===== src/rtl/pipe_ctrl_pkg.sv =====
// Shared pipeline-control types: controller state, forwarding selects and the
// load-use hazard predicate used by the hazard unit.
package pipe_ctrl_pkg;

  typedef enum logic [1:0] {
    START  = 2'd0,
    RUN    = 2'd1,
    FREEZE = 2'd2
  } ctrl_state_t;

  typedef enum logic [1:0] {
    FWD_RF  = 2'b00,
    FWD_MEM = 2'b01,
    FWD_WB  = 2'b10
  } fwd_sel_t;

  // A load in EX feeding a register actually read in ID; x0 never creates a hazard.
  function automatic logic load_use_hazard(
    input logic       ex_mem_read,
    input logic [4:0] ex_rd,
    input logic [4:0] id_rs1,
    input logic [4:0] id_rs2,
    input logic       use_rs1,
    input logic       use_rs2
  );
    return ex_mem_read && (ex_rd != 5'd0) &&
           ((use_rs1 && (ex_rd == id_rs1)) || (use_rs2 && (ex_rd == id_rs2)));
  endfunction

endpackage


===== src/rtl/pipe_ctrl_fwd_sel.sv =====
// Forwarding select for one EX operand; the youngest producer (EX/MEM) wins
// over MEM/WB, and loads in EX/MEM cannot forward because their data is not ready.
module fwd_sel
  import pipe_ctrl_pkg::*;
(
  input  logic [4:0] ex_rs,
  input  logic [4:0] mem_rd,
  input  logic       mem_RegWrite,
  input  logic       mem_Mem2Reg,
  input  logic [4:0] wb_rd,
  input  logic       wb_RegWrite,
  output fwd_sel_t   sel
);

  always_comb begin
    sel = FWD_RF;
    if (mem_RegWrite && !mem_Mem2Reg && (mem_rd != 5'd0) && (mem_rd == ex_rs)) begin
      sel = FWD_MEM;
    end else if (wb_RegWrite && (wb_rd != 5'd0) && (wb_rd == ex_rs)) begin
      sel = FWD_WB;
    end
  end

endmodule


===== src/rtl/pipe_ctrl.sv =====
// Hazard and sequencing controller for the 5-stage pipeline: register enables,
// flushes, PC select, EX forwarding and stall/squash performance counters.
module pipe_ctrl
  import pipe_ctrl_pkg::*;
#(
  parameter int unsigned CNT_W = 32
) (
  input  logic             clk,
  input  logic             rst,
  input  logic [4:0]       id_rs1,
  input  logic [4:0]       id_rs2,
  input  logic             id_use_rs1,
  input  logic             id_use_rs2,
  input  logic [4:0]       ex_rs1,
  input  logic [4:0]       ex_rs2,
  input  logic [4:0]       ex_rd,
  input  logic             ex_MemRead,
  input  logic             ex_branch_taken,
  input  logic [4:0]       mem_rd,
  input  logic [4:0]       wb_rd,
  input  logic             mem_RegWrite,
  input  logic             mem_Mem2Reg,
  input  logic             wb_RegWrite,
  input  logic             mem_req,
  input  logic             dmem_ready,
  output logic             pc_we,
  output logic             if_id_we,
  output logic             id_ex_we,
  output logic             ex_mem_we,
  output logic             mem_wb_we,
  output logic             pc_sel,
  output logic             if_id_flush,
  output logic             id_ex_flush,
  output logic [1:0]       fwd_a,
  output logic [1:0]       fwd_b,
  output logic [CNT_W-1:0] stall_cycles,
  output logic [CNT_W-1:0] flush_count
);

  ctrl_state_t state, state_next;

  logic     freeze_now;
  logic     frozen;
  logic     active;
  logic     branch;
  logic     load_use;
  fwd_sel_t fwd_a_raw, fwd_b_raw;

  assign freeze_now = mem_req & ~dmem_ready;

  // The FREEZE cycle that sees dmem_ready already behaves as RUN, so the
  // pipeline advances on the completing cycle and a held branch fires there.
  assign frozen   = ((state == RUN) & freeze_now) | ((state == FREEZE) & ~dmem_ready);
  assign active   = ((state == RUN) | (state == FREEZE)) & ~frozen;
  assign branch   = active & ex_branch_taken;
  assign load_use = active & ~ex_branch_taken &
                    load_use_hazard(ex_MemRead, ex_rd, id_rs1, id_rs2, id_use_rs1, id_use_rs2);

  always_ff @(posedge clk or posedge rst) begin
    if (rst) begin
      state <= START;
    end else begin
      state <= state_next;
    end
  end

  always_comb begin
    state_next = state;
    case (state)
      START:   state_next = RUN;
      RUN:     if (freeze_now) state_next = FREEZE;
      FREEZE:  if (dmem_ready) state_next = RUN;
      default: state_next = START;
    endcase
  end

  always_comb begin
    pc_we       = 1'b0;
    if_id_we    = 1'b0;
    id_ex_we    = 1'b0;
    ex_mem_we   = 1'b0;
    mem_wb_we   = 1'b0;
    pc_sel      = 1'b0;
    if_id_flush = 1'b0;
    id_ex_flush = 1'b0;
    if (rst) begin
      if_id_flush = 1'b1;
      id_ex_flush = 1'b1;
    end else if (state == START) begin
      {pc_we, if_id_we, id_ex_we, ex_mem_we, mem_wb_we} = '1;
      if_id_flush = 1'b1;
      id_ex_flush = 1'b1;
    end else if (active) begin
      {pc_we, if_id_we, id_ex_we, ex_mem_we, mem_wb_we} = '1;
      if (branch) begin
        pc_sel      = 1'b1;
        if_id_flush = 1'b1;
        id_ex_flush = 1'b1;
      end else if (load_use) begin
        pc_we       = 1'b0;
        if_id_we    = 1'b0;
        id_ex_flush = 1'b1;
      end
    end
  end

  fwd_sel u_fwd_a (
    .ex_rs        (ex_rs1),
    .mem_rd       (mem_rd),
    .mem_RegWrite (mem_RegWrite),
    .mem_Mem2Reg  (mem_Mem2Reg),
    .wb_rd        (wb_rd),
    .wb_RegWrite  (wb_RegWrite),
    .sel          (fwd_a_raw)
  );

  fwd_sel u_fwd_b (
    .ex_rs        (ex_rs2),
    .mem_rd       (mem_rd),
    .mem_RegWrite (mem_RegWrite),
    .mem_Mem2Reg  (mem_Mem2Reg),
    .wb_rd        (wb_rd),
    .wb_RegWrite  (wb_RegWrite),
    .sel          (fwd_b_raw)
  );

  assign fwd_a = rst ? FWD_RF : fwd_a_raw;
  assign fwd_b = rst ? FWD_RF : fwd_b_raw;

  always_ff @(posedge clk or posedge rst) begin
    if (rst) begin
      stall_cycles <= '0;
      flush_count  <= '0;
    end else begin
      if ((state != START) && !pc_we) begin
        stall_cycles <= stall_cycles + CNT_W'(1);
      end
      if (branch) begin
        flush_count <= flush_count + CNT_W'(2);
      end
    end
  end

endmodule


===== config.mk =====
export PLATFORM = sky130hd
export DESIGN_NAME = pipe_ctrl
export DESIGN_NICKNAME = d
export VERILOG_FILES = /design/src/rtl/pipe_ctrl_pkg.sv /design/src/rtl/pipe_ctrl_fwd_sel.sv /design/src/rtl/pipe_ctrl.sv
export SDC_FILE = /design/constraint.sdc
export NUM_CORES = 1
export LEC_CHECK = 0
export BUFFER_PORTS_ARGS = -buffer_cell sky130_fd_sc_hd__buf_2
export CORE_MARGIN = 8
export CORE_UTILIZATION = 32
export CTS_CLUSTER_SIZE = 28
export DETAILED_ROUTE_END_ITERATION = 10
export GPL_ROUTABILITY_DRIVEN = 0
export SETUP_SLACK_MARGIN = 0.1
export SYNTH_ARGS = -nofsm -noshare
export SYNTH_HDL_FRONTEND = slang
export SYNTH_SLANG_ARGS = --single-unit

===== constraint.sdc =====
create_clock -name clk -period 4 [get_ports clk]
set_input_delay 0.6 -clock clk [delete_from_list [all_inputs] [get_ports clk]]
set_output_delay 0.6 -clock clk [all_outputs]
set_load 0.01 [all_outputs]

==> Word level (Yosys, flattened, before mapping) <==
Cells that the tools add are included.
{ "word_totals": {"regBits": 66, "wordCells": 76} }
{ "classes": {"n_mux": 28, "n_reduce_logical": 21, "bitwise_logic": 12, "eq_ne": 10, "n_addsub": 2} }
{ "ops": {"columns": ["op", "count"], "rows": [
  ["$add 32x1->32 const B", 1],
  ["$add 32x2->32 const B", 1],
  ["$eq 5x5->1", 6],
  ["$mux 1", 19],
  ["$mux 2", 8],
  ["$reduce_bool 5->1", 3],
  ["$logic_and 1x1->1", 12],
  ["$and 1x1->1", 7],
  ["$pmux 2 s3", 1],
  ["$ne 2x2->1 const B", 2],
  ["$not 1->1", 3],
  ["$eq 2x1->1 const B", 1],
  ["$eq 2x2->1 const B", 1],
  ["$logic_not 1->1", 2],
  ["$logic_not 2->1", 1],
  ["$or 1x1->1", 2],
  ["$reduce_and 2->1", 1],
  ["$reduce_bool 2->1", 1],
  ["$logic_or 1x1->1", 1]
]} }

==> Logic depth before layout (Yosys ltp) <==
Gate-level depths: netlist of the first run.
{ "depth": {"depth_word": 15, "depth_mapped": 9} }

==> By module <==
Synthesis of the first run repeated with hierarchy kept, for this count alone.
{ "unflattened": {"hier_cells": 359, "hier_area_um2": 3631.0} }
{ "by_module_without_submodules": {"columns": ["mod", "instances", "seq_area_each_um2", "cells_per_inst", "area_each_um2"], "rows": [
  ["pipe_ctrl", 1, 1626.6, 317, 3308.2],
  ["fwd_sel", 2, 0.0, 21, 161.4]
]} }

==> Least setup slack after synthesis of the first run <==
Ideal clock, no wire load.
{ "synth_path": {"path_kind": "input-to-output", "from": "in rst", "to": "out fwd_a[1]", "n_path_buf": 1, "cell_stages": 5, "setup_slack_ns": 0.107, "arrival_ns": 3.293, "path_cell_list": "clkbuf_1 inv_1 o211ai_1 or4_1 nor4_1"} }
{ "synth_between": {"elab_chain_len": 1} }
{ "synth_rtl": {"columns": ["element", "line_no", "source"], "rows": [
  ["start: declaration", "pipe_ctrl.sv:9", "input logic rst,"],
  ["$mux 2", "pipe_ctrl.sv:127", "assign fwd_a = rst ? FWD_RF : fwd_a_raw;"],
  ["end: declaration", "pipe_ctrl.sv:34", "output logic [1:0] fwd_a,"]
]} }
Every way passes these cells.

==> Final worst setup path of the first run <==
{ "layout_path": {"from": "reg state[1]", "to": "out if_id_we"} }
{ "layout_between": {"elab_chain_len": 12, "word_cells_on_any_way": 17} }
{ "layout_rtl": {"columns": ["element", "line_no", "source"], "rows": [
  ["start: declaration", "pipe_ctrl.sv:40", "ctrl_state_t state, state_next;"],
  ["start signal: assignment", "pipe_ctrl.sv:63", "state <= state_next;"],
  ["$eq 2x1->1 or $eq 2x2->1 (tied branches)", "pipe_ctrl.sv:53, pipe_ctrl.sv:54", null],
  ["$and 1x1->1", "pipe_ctrl.sv:53", "assign frozen = ((state == RUN) & freeze_now) | ((state == FREEZE) & ~dmem_ready);"],
  ["$or 1x1->1", "pipe_ctrl.sv:53", null],
  ["$not 1->1", "pipe_ctrl.sv:54", "assign active = ((state == RUN) | (state == FREEZE)) & ~frozen;"],
  ["$and 1x1->1", "pipe_ctrl.sv:54", null],
  ["$and 1x1->1 (2 in a row)", "pipe_ctrl.sv:56", "assign load_use = active & ~ex_branch_taken &"],
  ["$mux 1", "pipe_ctrl.sv:99", "end else if (load_use) begin"],
  ["$mux 1", "pipe_ctrl.sv:95", "if (branch) begin"],
  ["$mux 1", "pipe_ctrl.sv:93", "end else if (active) begin"],
  ["$mux 1 *", "pipe_ctrl.sv:89", "end else if (state == START) begin"],
  ["$mux 1 *", "pipe_ctrl.sv:86", "if (rst) begin"],
  ["end: declaration", "pipe_ctrl.sv:27", "output logic if_id_we,"]
]} }
Mark *: on every way between the ends. The rest lies on a longest branch, timed or not.

==> reports/metrics.cfg, run 1 <==
[status]
status = finished, final reports clean

[synth]
synth_area_per_cell_sq_um = 10.3
ys_ff_latch = 65
yosys.area.top_type_share = 0.453
synth_nets = 398
yosys_warnings = 0
synth_common_cells = dfrtp_1, xor2_1, xnor2_1, nand2_1, nor2_1
async_reset_ff_frac = 1.00
synth.most_common_cell = dfrtp_1
ys.flop_type = dfrtp_1
synth_edf_count = 0
synthesis.area_sq_um = 3590
syn_inst = 347
synth-seq-area-share = 0.453
synth_top_area_cell = dfrtp_1
ys_types = 41
ys_top_cells_by_area = dfrtp_1, xor2_1, xnor2_1

[die]
die-height_um = 122
fp-row-count = 38
die_x_um = 122
core_sq_um = 10900
ioPinCount = 122
start_util = 0.330
die_area_sq_um = 14900

[setup_path]
required_ns = 3.40
cp_slowest_cell = dfrtp_1
crit_fanout = 5
crit_top_cell = o21a_1
crit_path_max_incr_delay_ns = 0.37
critical_path.top_delay_family = compound AO/OA/AOI/OAI gates
crit_arrival_ns = 2.34
critPathKind = flop to output port
ff2ff_setup_slack_ns = 1.43
r2r_start = state[1]
ff2ff_path_depth = 8
path_buf_inv = 2
r2r-end = flush_count[30]
path_cells = inv_1, ha_1, a21oi_1, o21a_1, o2111ai_2, or2_2, o21a_1, buf_2
start_kind = flop
end_kind = output port

[place]
port_buffers = 120
dp_hpwl_mm = 7.35
placed_area_sq_um = 4320

[clocking]
clk_pin_slew_worst_paths_ns = 0.07
insertion_delay_ns = 0.34
post_cts_resized = 0
cts_made_buffers = 9
cts_buffer_depth = 2
root_buffer = clkbuf_8
cts.sinks = 65
cts_setup_buffers = 0
holdBufCountCts = 0
tritoncts = yes
htreeDepth = 3

[cells_and_area]
drive_gt1_frac = 0.333
area_growth_pct = 25.7
diodes = 0
fin_area_sq_um = 4510
nets = 521

[sta]
setup_violations = 0
fmax_mhz = 340
finalSetupTns_ns = 0
period_share = 0.735
clock-skew-final_ns = 0.0116
tightest_slew_ns = 0.847
hold_viol_final = 0
period_needed_ns = 2.94
slew-limit-headroom = 0.436
slew_violations = 0
rsz0062_at_grt = false

[route]
drt_iter0_drc = 158
drt_first_pass_iters = 4
post-route-drc-count = 0
via_per_inst = 4.83
vias = 2973
wl_per_cell_um = 15.4
finalWirelength_mm = 9.46
antenna_left = 0

[global_routing]
antenna_found_initial = 0
grt_max_degree = 66
grt_pass1_wl_mm = 15.8
grt_pass1_vias = 3168
grt_util_all_layers = 0.131
grt_overflow_total = 0

[worst_hold_path]
min-delay-start = flush_count[31]
min_to = flush_count[31]
hold_path.class = flop to flop
min_delay_path_depth = 1

[pwr]
vdd_drop_max_v = 0.000222
powerDensity_nw_per_um2 = 454
leakagePower_nw = 2.20

[flow_run]
maxCapViolations = 0

==> flip-flops by register name, indices dropped and copies added (netlist names) <==
signal / flops
state: 2
stall_cycles: 32
flush_count: 31
==> cells in the final DEF, fill, tap and decap left out, drive strengths merged <==
cell / instances
a211oi: 1
a21oi: 3
a32oi: 1
and2: 1
and3: 6
and4: 4
buf: 122
clkbuf: 12
clkinv: 3
clkinvlp: 1
conb: 1
dfrtp: 65
ha: 5
inv: 11
mux2: 1
nand2: 32
nand2b: 3
nand3: 20
nand4: 15
nor2: 23
nor2b: 1
nor3: 11
nor3b: 3
nor4: 15
nor4b: 3
o2111ai: 3
o211ai: 2
o21a: 3
o21ai: 3
o31a: 1
o31ai: 1
or2: 3
or4: 5
xnor2: 40
xor2: 51
==> metal layers <==
layer | global-route usage | share of wire | wire length (um)
met1 | 0.166 | 0.47 | 4440
met2 | 0.208 | 0.45 | 4240
met3 | 0.0412 | 0.070 | 666
met4 | 0.0439 | 0.012 | 116
met5 | 0 | 0 | 0
==> worst max path at each step <==
stage                   from       end  slack (ns)  cells past startpoint
CTS                 state[1]  if_id_we        1.02                      8
global placement    ex_rd[2]  if_id_we        1.32                      7
global route        state[1]     pc_we        0.86                      8
detailed placement  ex_rd[0]  if_id_we        1.28                      7
finish              state[1]  if_id_we        1.06                      8
floorplan                rst  fwd_a[1]        0.11                      5
==> power breakdown <==
| part | switching (mW) | internal [mW] | total, mW | leakage, nW |
|---|---|---|---|---|
| combinational | 0.405 | 0.260 | 0.665 | 1.26 |
| sequential | 0.104 | 0.740 | 0.843 | 0.846 |
| clock | 0.262 | 0.275 | 0.537 | 0.0984 |
==> stage by stage <==
stage | std cells | power [mW] | hold WS, ns | setup WS [ns] | util
5_1_grt | 615 | 2.20 | 0.503 | 0.864 | 0.414
3_3_place_gp | 599 | 1.52 | 0.453 | 1.32 | 0.397
2_1_floorplan | 347 | 1.30 | 0.494 | 0.107 | -
6_report | 615 | 2.05 | 0.465 | 1.06 | 0.414
3_5_place_dp | 599 | 1.53 | 0.461 | 1.28 | 0.397
4_1_cts | 615 | 2.08 | 0.473 | 1.02 | 0.414
==> area by class of cell <==
class / count / area (sq um)
Multi-Input combinational cell: 261 / 1860
Clock buffer: 12 / 165
Tap cell: 140 / 175
Timing Repair Buffer: 122 / 616
Clock inverter: 4 / 26.3
Fill cell: 1055 / 6380
Sequential cell: 65 / 1630
Inverter: 11 / 41.3
==> cells by family after synthesis <==
| family | synth area share |
|---|---|
| adder cells (fa/ha/maj) | 0.0174 |
| multiplexers | 0.00314 |
| buffers and inverters | 0.0286 |
| other | 0.00104 |
| AO/OA/AOI/OAI | 0.0467 |
| AND/OR/NAND/NOR | 0.228 |
| flip-flops | 0.453 |
| XOR/XNOR | 0.222 |
Power figures use the tool's default switching activity.
==> run 2: changes to the inputs <==
- clock period: 4 -> 3 ns (I/O delays scaled with it)
==> reports/metrics.cfg, run 2 (same netlist as run 1, synthesis figures left out) <==
[global_routing]
grt_pass1_wl_mm = 15.6  ; -1.2%
grt_pass1_vias = 3170  ; +0.063%
grt_overflow_total = 0  ; unchanged
grt_max_degree = 66  ; unchanged
antenna_found_initial = 1  ; +1
grt_util_all_layers = 0.130  ; -0.00152

[setup_path]
ff2ff_path_depth = 8  ; unchanged
crit_path_start = state[1]
critPathKind = flop to output port
crit_fanout = 5  ; unchanged
required_ns = 2.55  ; -0.85 ns
start_kind = flop
crit_arrival_ns = 2.29  ; -0.05 ns
r2r-end = flush_count[21]
crit_top_cell = o21a_1
cp_slowest_cell = dfrtp_1
path_cells = inv_1, ha_1, a21oi_2, o21a_1, o2111ai_2, or2_2, o21a_1, buf_2
r2r_start = state[1]
end_kind = output port
crit_path_max_incr_delay_ns = 0.38  ; about the same
ff2ff_setup_slack_ns = 0.63  ; -0.80 ns
endpoint = if_id_we

[place]
dp.cells = 600  ; +0.17%
dp_hpwl_mm = 7.40  ; +0.69%
preCtsSetupSlack_ns = 0.565  ; -0.715 ns
port_buffers = 120  ; unchanged

[die]
ioPinCount = 122  ; unchanged
die-height_um = 122  ; unchanged
start_util = 0.330  ; unchanged
die_area_sq_um = 14900  ; unchanged
die_x_um = 122  ; unchanged
core_sq_um = 10900  ; unchanged
fp-row-count = 38  ; unchanged

[cells_and_area]
final_util = 0.416  ; +0.00184
drive_gt1_frac = 0.337  ; +0.00421
nets = 522  ; +0.19%
fill_cells = 1070  ; +1.4%
final_cell_mix = buf_2, dfrtp_1, xor2_1, xnor2_1, nand2_1
largest_reg_flops = 32  ; unchanged
fin_cells = 616  ; +0.16%
final_common_cell = buf_2
top_register = stall_cycles
reg.largest.list = stall_cycles x32, flush_count x31, state x2
area_growth_pct = 26.2

[worst_hold_path]
hold_path.class = flop to flop

[sta]
finalSetupTns_ns = 0  ; unchanged
hold_viol_final = 0  ; unchanged
period_share = 0.914
slew_violations = 0  ; unchanged
rsz0062_at_grt = false
setup_violations = 0  ; unchanged
period_needed_ns = 2.74
holdWs_ns = 0.469  ; +0.00409 ns
fmax_mhz = 365
tightest_slew_ns = 0.836  ; -0.0106 ns
fin_ws_ns = 0.258  ; -0.803 ns
clock-skew-final_ns = 0.0110  ; -0.000540 ns
slew-limit-headroom = 0.443  ; +0.00707

[pwr]
vdd_drop_max_v = 0.000293  ; +32%
powerDensity_nw_per_um2 = 597  ; +32%
leakagePower_nw = 2.20  ; -0.18%

[clocking]
clk_pin_slew_worst_paths_ns = 0.07  ; about the same
cts_setup_buffers = 0  ; unchanged
holdBufCountCts = 0  ; unchanged
tritoncts = yes
root_buffer = clkbuf_8
cts.sinks = 65  ; unchanged
cts_made_buffers = 9  ; unchanged
htreeDepth = 3  ; unchanged
cts_buffer_depth = 2  ; unchanged
insertion_delay_ns = 0.34  ; about the same

[route]
wl_per_cell_um = 15.4  ; -0.14%
vias = 2965  ; -0.27%
drt_iter0_drc = 111  ; -30%
antenna_left = 0  ; unchanged
via_per_inst = 4.81  ; -0.43%
finalWirelength_mm = 9.46  ; about the same
drt_first_pass_iters = 4  ; unchanged
post-route-drc-count = 0  ; unchanged

[status]
status = finished, final reports clean

[flow_run]
maxCapViolations = 0  ; unchanged

==> run 2: cell count changes in the layout (fill, tap and decap cells not counted), sizes merged <==
cell | previous run | this run
clkinvlp | 1 | 2
inv | 11 | 10
clkbuf | 12 | 13
clkinv | 3 | 1
buf | 122 | 123
diode | 0 | 1
==> run 2: layout make-up <==
cell class	instances	area, sq um	area share
clock inverter	2	12.5	0.00276
multi-input combinational	261	1880	0.414
sequential	65	1630	0.359
antenna	1	2.50	0.000552
clock buffer	13	169	0.0373
tap	140	175	0.0387
timing repair buffer	123	623	0.138
inverter	11	45.0	0.00994
==> run 2: power by group <==
part	total [mW]	switching, mW	internal, mW
logic	0.894	0.541	0.353
clock network	0.682	0.320	0.362
registers	1.13	0.144	0.987
==> run 2: worst min-delay path by stage <==
stage	start	end	slack, ns	depth (start not counted)
2_1_floorplan	state[0]	state[0]	0.49	2
3_3_place_gp	stall_cycles[31]	stall_cycles[31]	0.45	1
3_5_place_dp	flush_count[31]	flush_count[31]	0.46	1
4_1_cts	mem_req	state[1]	0.45	3
5_1_grt	mem_req	state[1]	0.46	3
6_report	flush_count[31]	flush_count[31]	0.47	1
==> run 2: metrics by stage <==
step	total power, mW	area, sq um
final	2.71	4530
after global routing	2.90	4530
after CTS	2.75	4520
after detailed placement	2.04	4340
after global placement	2.03	4340
after floorplan	1.73	3610
==> run 2: layer usage <==
layer / track usage / part of all wire / vias up
met2: 0.206 / 0.47 / 110
li1: - / - / 1444
met3: 0.0555 / 0.082 / 6
met1: 0.158 / 0.43 / 1405
met5: 0 / 0 / -
met4: 0.0347 / 0.011 / 0
==> run 2: critical path, delay by kind of cell (launching register included) <==
kind,cells,cell delay (ns)
AOI/OAI and AO/OA,4,0.75
and+or+nand+nor,1,0.36
adders and majority gates,1,0.24
DFF,1,0.38
buffers and inverters,2,0.22
==> run 2: timing repair <==
item	4_1_cts	5_1_grt
gates resized for setup	0	1
hold endpoints to repair	0	0
endpoints found under the setup margin	0	2
==> run 3: changes to the inputs <==
- ABC_CLOCK_PERIOD_IN_PS: not set -> 3000
- CORE_ASPECT_RATIO: not set -> 1.2
==> reports/metrics.cfg, run 3 (same netlist as run 1, synthesis figures left out) <==
[cells_and_area]
final_cell_mix = buf_2, dfrtp_1, xor2_1, xnor2_1, nand2_1
area_growth_pct = 29.3
final_util = 0.423  ; +0.00665
final_common_cell = buf_2
top_register = stall_cycles
reg.largest.list = stall_cycles x32, flush_count x31, state x2
largest_reg_flops = 32  ; unchanged
drive_gt1_frac = 0.337  ; unchanged
diodes = 0  ; -1
fill_cells = 1100  ; +2.8%
fin_area_sq_um = 4640  ; +2.5%
nets = 523  ; +0.19%
fin_cells = 607  ; -1.5%

[clocking]
tritoncts = yes
root_buffer = clkbuf_16
htreeDepth = 3  ; unchanged
insertion_delay_ns = 0.32  ; -0.02 ns
cts.sinks = 65  ; unchanged
cts_made_buffers = 9  ; unchanged
cts_buffer_depth = 2  ; unchanged
clk_pin_slew_worst_paths_ns = 0.05  ; -0.02 ns

[setup_path]
crit_cells = 8  ; unchanged
crit_arrival_ns = 2.25  ; -0.04 ns
endpoint = if_id_we
crit_path_max_incr_delay_ns = 0.37  ; about the same
start_kind = flop
crit_fanout = 5  ; unchanged
crit_top_cell = o21a_1
path_buf_inv = 2  ; unchanged
ff2ff_setup_slack_ns = 0.65  ; +0.02 ns
cp_slowest_cell = dfrtp_1
r2r_start = state[1]
crit_path_start = state[1]
ff2ff_path_depth = 8  ; unchanged
path_cells = inv_1, ha_1, a21oi_2, o21a_1, o2111ai_2, or2_2, o21a_1, buf_2
critical_path.top_delay_family = compound AO/OA/AOI/OAI gates
required_ns = 2.55  ; about the same
r2r-end = stall_cycles[1]
critPathKind = flop to output port
end_kind = output port

[route]
post-route-drc-count = 0  ; unchanged
finalWirelength_mm = 9.25  ; -2.2%
via_per_inst = 4.89  ; +1.6%
vias = 2968  ; +0.10%
antenna_left = 0  ; unchanged
wl_per_cell_um = 15.2  ; -0.72%
drt_iter0_drc = 127  ; +14%
drt_first_pass_iters = 6  ; +2

[die]
start_util = 0.327  ; -0.00285
die_area_sq_um = 14900  ; about the same
die-height_um = 132  ; +8.3%
fp-row-count = 42  ; +11%
core_sq_um = 11000  ; +0.87%
ioPinCount = 122  ; unchanged
die_x_um = 113  ; -7.6%

[sta]
setup_violations = 0  ; unchanged
period_share = 0.901  ; -0.0131
slew-limit-headroom = 0.452  ; +0.00921
period_needed_ns = 2.70  ; -0.0394 ns
finalSetupTns_ns = 0  ; unchanged
slew_violations = 0  ; unchanged
rsz0062_at_grt = false
clock-skew-final_ns = 0.00621  ; -0.00484 ns
hold_viol_final = 0  ; unchanged
fmax_mhz = 370  ; +1.5%
tightest_slew_ns = 0.822  ; -0.0138 ns
holdWs_ns = 0.466  ; -0.00354 ns

[global_routing]
grt_pass1_wl_mm = 15.3  ; -1.5%
grt_max_degree = 66  ; unchanged
grt_overflow_total = 0  ; unchanged
grt_util_all_layers = 0.127  ; -0.00302
antenna_found_initial = 0  ; -1
grt_pass1_vias = 3161  ; -0.28%

[pwr]
p_comb_frac = 0.292  ; -0.038
leakagePower_nw = 2.26  ; +2.8%
internal_power_mw = 2.06  ; +21%
power_frac_clock = 0.344  ; +0.092
vdd_drop_max_v = 0.000241  ; -18%
switching_power_mw = 1.04  ; +3.6%
p_seq_frac = 0.364  ; -0.054
swShare = 0.336  ; -0.0350
powerDensity_nw_per_um2 = 667  ; +12%

[place]
dp_hpwl_mm = 7.37  ; -0.51%
port_buffers = 120  ; unchanged
dp.cells = 593  ; -1.2%
placed_area_sq_um = 4340  ; about the same

[worst_hold_path]
hold_path.class = flop to flop

[status]
status = finished, final reports clean

[flow_run]
maxCapViolations = 0  ; unchanged

-- run 3: metal layers --
metal,up-vias,share of wire,global-route usage
li1,1450,-,-
met1,1386,0.43,0.141
met2,115,0.46,0.209
met3,17,0.086,0.0490
met4,0,0.024,0.0579
met5,-,0,0
-- run 3: stage by stage --
step | setup WS [ns] | power [mW]
2_1_floorplan | 0.179 | 1.73
3_3_place_gp | 0.582 | 2.03
4_1_cts | 0.220 | 3.15
5_1_grt | 0.172 | 3.29
6_report | 0.297 | 3.10
3_5_place_dp | 0.576 | 2.06
-- run 3: power by group through the flow --
stage	sequential, mW	combinational, mW	clock, mW
2_1_floorplan	1.16	0.574	0
3_5_place_dp	1.14	0.916	0
5_1_grt	1.15	1.00	1.13
4_1_cts	1.13	0.919	1.10
6_report	1.13	0.905	1.07
3_3_place_gp	1.13	0.898	0
-- run 3: repair_timing --
action                     in CTS  in global routing
setup endpoints to repair       0                  2
hold buffers                    0                  0
buffers inserted                0                  0
gates resized for setup         0                  1
-- run 3: worst min path at each step --
stage                                start                to  slack (ns)  cells past startpoint
after floorplan                   state[0]          state[0]        0.49                      2
final                     stall_cycles[31]  stall_cycles[31]        0.47                      1
after detailed placement  stall_cycles[31]  stall_cycles[31]        0.46                      1
after global routing      stall_cycles[31]  stall_cycles[31]        0.48                      1
after CTS                 stall_cycles[31]  stall_cycles[31]        0.47                      1
after global placement    stall_cycles[31]  stall_cycles[31]        0.45                      1
-- run 3: area by class of cell --
class	count	area (sq um)	share of cell area
clock buffers	10	229	0.0493
inverters	11	45.0	0.00970
well taps	132	165	0.0356
flip-flops and latches	65	1630	0.350
multi-input cells	261	1880	0.404
clock inverters	4	70.1	0.0151
repair buffers	124	631	0.136
